## src/rtl/synth_voice_controller.sv

```systemverilog
// synth_voice_controller: buttons to per-channel enable/waveform/pitch, with a tempo-driven demo sequencer.
// SYNTH_SEQ_WRITE_EN makes the demo memory writable; otherwise it is a constant ROM.
module synth_voice_controller #(
  parameter int NUM_CHANNELS = 4,
  parameter int PITCH_W = 12,
  parameter int SEQ_DEPTH = 16,
  parameter int STEP_CYCLES = 6_000_000,
  parameter int GAP_CYCLES = 600_000,
  parameter int BASE_PITCH = 212
) (
  input  logic                              clk,
  input  logic                              rst_n,
  input  logic [NUM_CHANNELS+1:0]           buttons_db,
  input  logic [$clog2(SEQ_DEPTH)-1:0]      seq_len,
  input  logic                              seq_wr_en,
  input  logic [$clog2(SEQ_DEPTH)-1:0]      seq_wr_addr,
  input  logic [PITCH_W:0]                  seq_wr_data,
  output logic [NUM_CHANNELS-1:0]           channel_ena,
  output logic [2*NUM_CHANNELS-1:0]         waveforms,
  output logic [PITCH_W*NUM_CHANNELS-1:0]   pitches,
  output logic                              demo_active,
  output logic [$clog2(SEQ_DEPTH)-1:0]      seq_ptr,
  output logic                              step_pulse
);
  localparam int AW = $clog2(SEQ_DEPTH);
  localparam int CW = $clog2(STEP_CYCLES);
  typedef enum logic [1:0] {PLAY, DEMO, DEMO_GAP} state_t;
  state_t state_q, state_d;
  logic [NUM_CHANNELS+1:0] prev_q, rise;
  logic [CW-1:0] cnt_q, cnt_d;
  logic [AW-1:0] ptr_q, ptr_d;
  logic [1:0] wave_q, wave_d;
  logic [NUM_CHANNELS-1:0] ena_q, ena_d;
  logic [PITCH_W*NUM_CHANNELS-1:0] pitch_q, pitch_d;
  logic pulse_q, pulse_d, demo_q, exit_demo, playing;
  logic [PITCH_W:0] mem [SEQ_DEPTH];
  logic [PITCH_W:0] entry;
`ifdef SYNTH_SEQ_WRITE_EN
  for (genvar i = 0; i < SEQ_DEPTH; i++) begin : g_mem
    logic [PITCH_W:0] e_q = {1'b1, PITCH_W'(BASE_PITCH + 8 * i)};
    always_ff @(posedge clk) if (seq_wr_en && seq_wr_addr == AW'(i)) e_q <= seq_wr_data;
    assign mem[i] = e_q;
  end
`else
  for (genvar i = 0; i < SEQ_DEPTH; i++) begin : g_mem
    assign mem[i] = {1'b1, PITCH_W'(BASE_PITCH + 8 * i)};
  end
  logic unused_wr;
  assign unused_wr = ^{seq_wr_en, seq_wr_addr, seq_wr_data};
`endif
  assign rise = buttons_db & ~prev_q;
  assign exit_demo = |rise[NUM_CHANNELS+1:1];
  assign entry = mem[ptr_d];
  assign playing = state_d == DEMO && entry[PITCH_W];
  always_comb begin
    state_d = state_q;
    cnt_d = cnt_q;
    ptr_d = ptr_q;
    pulse_d = 1'b0;
    wave_d = wave_q + {1'b0, rise[0]};
    if (state_q == PLAY) begin
      if (rise[1]) begin
        state_d = DEMO;
        cnt_d = '0;
        ptr_d = '0;
      end
    end else if (exit_demo) state_d = PLAY;
    else if (state_q == DEMO) begin
      cnt_d = cnt_q + 1'b1;
      if (cnt_q == CW'(STEP_CYCLES - GAP_CYCLES - 1)) state_d = DEMO_GAP;
    end else if (cnt_q == CW'(STEP_CYCLES - 1)) begin
      state_d = DEMO;
      cnt_d = '0;
      ptr_d = (ptr_q == seq_len) ? '0 : ptr_q + 1'b1;
      pulse_d = 1'b1;
    end else cnt_d = cnt_q + 1'b1;
  end
  // Outputs are registered from the next state, so rests and gaps leave pitches at their last values.
  always_comb begin
    ena_d = state_d == PLAY ? buttons_db[NUM_CHANNELS+1:2] : playing ? '1 : '0;
    pitch_d = pitch_q;
    for (int k = 0; k < NUM_CHANNELS; k++)
      pitch_d[PITCH_W*k +: PITCH_W] = state_d == PLAY ? PITCH_W'(BASE_PITCH >> k) :
                                      playing ? entry[PITCH_W-1:0] >> k : pitch_q[PITCH_W*k +: PITCH_W];
  end
  always_ff @(posedge clk) begin
    prev_q <= buttons_db;
    if (!rst_n) begin
      state_q <= PLAY;
      cnt_q <= '0;
      ptr_q <= '0;
      wave_q <= '0;
      ena_q <= '0;
      pitch_q <= '0;
      pulse_q <= 1'b0;
      demo_q <= 1'b0;
    end else begin
      state_q <= state_d;
      cnt_q <= cnt_d;
      ptr_q <= ptr_d;
      wave_q <= wave_d;
      ena_q <= ena_d;
      pitch_q <= pitch_d;
      pulse_q <= pulse_d;
      demo_q <= state_d != PLAY;
    end
  end
  assign channel_ena = ena_q;
  assign waveforms = {NUM_CHANNELS{wave_q}};
  assign pitches = pitch_q;
  assign demo_active = demo_q;
  assign seq_ptr = ptr_q;
  assign step_pulse = pulse_q;
endmodule

```

## config.mk

```make
export PLATFORM = sky130hd
export DESIGN_NAME = synth_voice_controller
export DESIGN_NICKNAME = d
export VERILOG_FILES = /design/src/rtl/synth_voice_controller.sv
export SDC_FILE = /design/constraint.sdc
export NUM_CORES = 1
export LEC_CHECK = 0
export CAP_MARGIN = 5
export CORE_MARGIN = 10
export CORE_UTILIZATION = 46
export DETAILED_ROUTE_END_ITERATION = 16
export GPL_ROUTABILITY_DRIVEN = 0
export PLACE_DENSITY_LB_ADDON = 0.3
export SLEW_MARGIN = 20
export SYNTH_ARGS = -nofsm -noshare
export SYNTH_HDL_FRONTEND = slang
export SYNTH_SLANG_ARGS = --single-unit
```

## constraint.sdc

```tcl
create_clock -name clk -period 3.4 [get_ports clk]
set_input_delay 0.51 -clock clk [delete_from_list [all_inputs] [get_ports clk]]
set_output_delay 0.51 -clock clk [all_outputs]
set_load 0.05 [all_outputs]
```

==> out/qor.csv, run 1 <==
metric;value;unit
ys.flop_type;dfxtp_1;
cpPeakStageDelay;0.56;ns
critPathKind;in -> reg;
drc;0;
powerDensity;369;nW/µm²
p_sw_frac;0.327;
routed_wirelength;6450;µm
crit_arrival;2.95;ns
yosys_warnings;0;
synth.avg_cell_area;8.99;µm²
clk_latency;0.31;ns
setup_viol;0;
syn-cell-area;2810;µm²
drt_first_pass_iters;4;
yosys.area.top_type_share;0.356;
required;3.60;ns
grt_pass1_wl;10900;µm
initial_utilization;0.475;
cts-htree-levels;2;
syn2layout_area_growth;17.0;%
die_area;9650;µm²
slew_viol_final;0;
vias_per_cell;5.26;
tns;0;ns
ys_seq_area_frac;0.356;
synthTopCellsByArea;dfxtp_1 (36%), buf_4 (13%), nor2_1 (3.9%);
post_cts.repair.setup_buffers;0;
core_area;5920;µm²
p_switching;0.000398;W
final_nets;383;
cts_tree;yes;
period_needed;2.75;ns
synthTopCellsByCount;dfxtp_1 (50), buf_4 (47), nor2_1 (29);
hpwl;4930;µm
synth_top_area_cell;dfxtp_1;
finalInstanceArea;3290;µm²
synth_cells;313;
overflow;0;
path_clk_slew;0.10;ns
combPwrFrac;0.200;
slowest_stage;or4_4;
netlist-cell-type-count;62;
pwr-share-seq;0.500;
cts_max_path_buffers;2;
async_flop_share;0;
synth_edf_count;0;
portBuffers;56;
ys_ff_latch;50;
end_kind;flop;
drt_iter0_markers;134;
num_rows;28;
hold_viol_final;0;
drive_gt1_frac;0.0974;
wl_per_cell;15.2;µm
placed_cell_area;3200;µm²
die_w;98.2;µm
route.vias.total;2230;
ctsResizeCount;0;
io_pins;96;
die_h;98.2;µm
cts-root-buf;clkbuf_8;
intPower;0.000818;W
clkPwrFrac;0.300;
fin_crit_sh;0.808;
ir_drop;0.252;mV
fmax;364;MHz
crit_chain;clkdlybuf4s50_1 > nand2b_1 > o2111ai_2 > or2_1 > or4_4 > o41ai_2 > ha_1 > a22oi_1 > nor2_1;
insertedDiodeCount;0;
fill_cells;546;
grt_usage;0.132;
critPathLaunchType;primary input;
outcome;finished clean;
rsz0062_at_grt;no;
antenna_found_initial;0;
cp_max_fo;4;
postCtsHoldBufs;0;
grt_pass1_vias;2158;
numCtsBuffers;5;
hold_path.class;reg -> reg;
drv_cap;0;
grt_max_degree;20;
p_leak;1.21;nW
max_slew_margin;0.590;
worst_pin_slew;0.599;ns
finClkSkew;0.00955;ns
yosysMostFrequentCell;dfxtp_1;
cts_sinks;50;
detail-route-antenna-nets;0;
## cells by family after synthesis
logic type	count (synthesis)	share of synthesized area
and+or+nand+nor	123	0.267
other	1	0.00133
buffers and inverters	58	0.142
xor gates and xnor gates	18	0.0560
AOI/OAI and AO/OA	55	0.145
adders and majority gates	5	0.0222
DFF	50	0.356
muxes	3	0.0107
## worst paths after layout
| path | from | to | slack [ns] | cells after the start |
|---|---|---|---|---|
| max | buttons_db[2] | pitches[38] | 0.65 | 9 |
| min | cnt_q[1] | cnt_q[1] | 0.49 | 2 |
| max reg2reg | cnt_q[11] | pitches[38] | 0.89 | 7 |
| min reg2reg | cnt_q[1] | cnt_q[1] | 0.49 | 2 |
## power groups by stage
stage	clock network, W	registers [W]	logic, W
after floorplan	0	0.000650	0.000176
after global placement	0	0.000622	0.000242
after detailed placement	0	0.000623	0.000243
after CTS	0.000381	0.000609	0.000244
after global routing	0.000402	0.000611	0.000256
final	0.000364	0.000609	0.000243
## layout make-up
type	count	area, µm²	area share
repair buffers	60	591	0.179
flip-flops and latches	50	1000	0.304
multi-input cells	225	1490	0.452
well taps	75	93.8	0.0285
inverters	6	22.5	0.00684
clock buffers	5	68.8	0.0209
clock inverters	3	26.3	0.00798
## placed cells by master, fill, tap and decap left out, types with 3 or more instances in the layout
master	n
nand2_1	24
and3_1	3
o21ai_1	5
conb_1	21
dfxtp_1	50
nand2b_1	5
nand3_1	7
nand4_1	5
clkdlybuf4s50_1	56
a31oi_1	3
xor2_1	9
nor2b_1	4
inv_1	5
ha_1	5
buf_4	4
mux2i_1	3
clkbuf_8	5
a21oi_1	13
or4_1	5
nor3_1	4
nor2_1	29
and2_1	11
o21a_1	4
xnor2_1	9
o21ai_0	10
## critical path: cells and delay by family
family,cells,cell delay (ns)
AO/OA/AOI/OAI,3,0.68
adder cells (fa/ha/maj),1,0.32
AND/OR/NAND/NOR,4,1.00
buffers and inverters,1,0.44
## layer usage
metal / wire (µm) / GRT usage
met2: 3060 / 0.216
met3: 396 / 0.0402
met4: 63 / 0.0386
met5: 0 / 0
met1: 2930 / 0.162
## flip-flops by register name, indices dropped and copies added, names as in the netlist
register     count
seq_ptr          4
demo_active      1
pitches          7
step_pulse       1
channel_ena      4
prev_q           6
cnt_q           23
wave_q           2
state_q          2
## metrics by stage
step	std cells	setup slack [ns]	total power, W	util	hold slack, ns
final	424	0.652	0.00122	0.556	0.489
after global placement	416	0.319	0.000864	0.540	0.470
after global routing	424	0.489	0.00127	0.556	0.522
after CTS	424	0.644	0.00123	0.556	0.495
after floorplan	333	0.831	0.000826	-	0.457
after detailed placement	416	0.310	0.000865	0.540	0.481
Power figures use the tool's default switching activity.
==> inputs of run 2 (changes only) <==
==> constraint.sdc (replaced) <==
create_clock -name clk -period 2.7 [get_ports clk]
set_input_delay 0.405 -clock clk [delete_from_list [all_inputs] [get_ports clk]]
set_output_delay 0.405 -clock clk [all_outputs]
set_load 0.05 [all_outputs]
==> run 2 against run 1 <==
Worst hold slack improved by 0.0036 ns; clock skew up 0.0052 ns; first-iteration DRC count decreased by 44%; combinational power rose by 33%; largest cell class unchanged.
==> out/qor.csv, run 2 (synthesized netlist as in run 1, its figures left out) <==
metric;value;unit;change
drive_gt1_frac;0.144;;+0.0466
ctsResizeCount;0;;unchanged
setup_viol;0;;unchanged
portBuffers;56;;unchanged
drv_cap;0;;unchanged
tns;0;ns;unchanged
r2r_start;cnt_q[0];;
drt_iter0_markers;75;;-44%
cts-htree-levels;2;;unchanged
cts-root-buf;clkbuf_8;;
period_needed;2.52;ns;
num_rows;28;;unchanged
max_slew_margin;0.585;;-0.00462
powerDensity;452;nW/µm²;+22%
r2r_cells;9;;+2
grt_pass1_vias;2254;;+4.4%
required;2.91;ns;-0.69 ns
syn2layout_area_growth;22.1;%;
cts_sinks;50;;unchanged
final_cell_mix;clkdlybuf4s50_1 (56), dfxtp_1 (50), nor2_1 (29);;
final_nets;402;;+5.0%
largest_register_ffs;23;;unchanged
critPathLaunchType;primary input;;
post_cts.repair.setup_buffers;0;;unchanged
path_clk_slew;0.11;ns;about the same
end_kind;flop;;
layout_commonest_cell;clkdlybuf4s50_1;;
hold_viol_final;0;;unchanged
rsz0062_at_grt;no;;
drt_first_pass_iters;4;;unchanged
place_inst;435;;+4.6%
detail-route-antenna-nets;0;;unchanged
antenna_found_initial;0;;unchanged
grt_max_degree;20;;unchanged
fin_crit_sh;0.935;;
r2r_slack;0.25;ns;-0.64 ns
cpPeakStageDelay;0.54;ns;-0.02 ns
io_pins;96;;unchanged
slew_viol_final;0;;unchanged
fin_total_pwr;0.00155;W;+28%
insertedDiodeCount;0;;unchanged
cp_max_fo;3;;-1
die_w;98.2;µm;unchanged
hpwl;5120;µm;+4.0%
finClkSkew;0.0148;ns;+0.00523 ns
grt_pass1_wl;11000;µm;+0.26%
grt_usage;0.133;;+0.00106
die_h;98.2;µm;unchanged
crit_buf_inv;1;;unchanged
crit_chain;clkdlybuf4s50_1 > nand2b_1 > o2111ai_2 > or2_1 > or4_4 > o211ai_2 > o41ai_2 > ha_1 > and2_1 > o221a_1;;
reg2reg_to;pitches[39];;
core_area;5920;µm²;unchanged
hold_path.class;reg -> reg;;
hold_start;cnt_q[1];;
routed_wirelength;6510;µm;+1.0%
worst_pin_slew;0.606;ns;+0.00675 ns
hold-path-cell-count;2;;unchanged
regMostFlops;cnt_q;;
numCtsBuffers;5;;unchanged
cts_max_path_buffers;2;;unchanged
holdPathEnd;cnt_q[1];;
fin_cells;443;;+4.5%
die_area;9650;µm²;unchanged
initial_utilization;0.475;;unchanged
outcome;finished clean;;
overflow;0;;unchanged
p_leak;1.31;nW;+7.7%
crit_arrival;2.73;ns;-0.22 ns
clk_latency;0.31;ns;about the same
vias_per_cell;5.06;;-3.9%
wl_per_cell;14.7;µm;-3.3%
crit_family;simple AND/OR/NAND/NOR gates;;
critPathKind;in -> reg;;
ir_drop;0.373;mV;+48%
postCtsHoldBufs;0;;unchanged
fmax;396;MHz;
cts_tree;yes;;
route.vias.total;2240;;+0.45%
drc;0;;unchanged
slowest_stage;or4_4;;
## run 2: changes by cell type in the layout (fill, tap and decap cells not counted), sizes merged
cell	change
buf	+19
## run 2: final cells by class
cell class	instances	area, µm²
fillers	526	2490
multi-input cells	225	1490
flip-flops and latches	50	1000
repair buffers	79	733
well taps	75	93.8
clock buffers	5	68.8
clock inverters	3	26.3
inverters	6	22.5
## run 2: worst max-delay path by stage
stage,start,end,cells after the start
finish,buttons_db[2],pitches[39],10
CTS,buttons_db[2],pitches[38],9
global placement,buttons_db[2],pitches[38],9
detailed placement,buttons_db[2],pitches[38],9
global route,buttons_db[1],cnt_q[16],10
floorplan,buttons_db[2],pitches[39],9
## run 2: layer usage
metal,vias to the layer above,share of wire,GRT usage
li1,1134,-,-
met1,1040,0.45,0.161
met2,59,0.47,0.221
met3,7,0.070,0.0423
met4,0,0.0088,0.0331
met5,-,0,0
## run 2: per-stage QoR
stage / instance area (µm²) / setup WS [ns] / utilization / hold slack, ns
3_3_place_gp: 3340 / -0.147 / 0.564 / 0.476
2_1_floorplan: 2890 / 0.236 / - / 0.433
6_report: 3430 / 0.176 / 0.580 / 0.492
5_1_grt: 3430 / 0.0371 / 0.580 / 0.528
4_1_cts: 3430 / 0.162 / 0.580 / 0.498
3_5_place_dp: 3340 / -0.168 / 0.564 / 0.484
## run 2: power breakdown
group | leakage, nW | total (W) | switching (W) | internal [W]
Combinational | 0.849 | 0.000323 | 0.000226 | 0.0000974
Clock | 0.0491 | 0.000463 | 0.000271 | 0.000191
Sequential | 0.408 | 0.000767 | 0.0000119 | 0.000755
Total | 1.31 | 0.00155 | 0.000509 | 0.00104
## run 2: worst register-to-register path, cell delays in order (launching register included)
cell and delay, ns:
dfxtp_1 0.40, ha_1 0.22, and2_1 0.22, nand4_4 0.14, or4_4 0.53, o211ai_2 0.16
o41ai_2 0.11, ha_1 0.22, and2_1 0.13, o221a_1 0.21
==> inputs of run 3 (changes only) <==
--- a/config.mk
+++ b/config.mk
@@ -10,8 +10,9 @@
 export CORE_UTILIZATION = 46
 export DETAILED_ROUTE_END_ITERATION = 16
 export GPL_ROUTABILITY_DRIVEN = 0
+export HOLD_SLACK_MARGIN = 0.03
 export PLACE_DENSITY_LB_ADDON = 0.3
-export SLEW_MARGIN = 20
+export SLEW_MARGIN = 0
 export SYNTH_ARGS = -nofsm -noshare
 export SYNTH_HDL_FRONTEND = slang
 export SYNTH_SLANG_ARGS = --single-unit
==> results of run 3 <==
No change in the layout: final DEF, timing and power equal those of run 2.
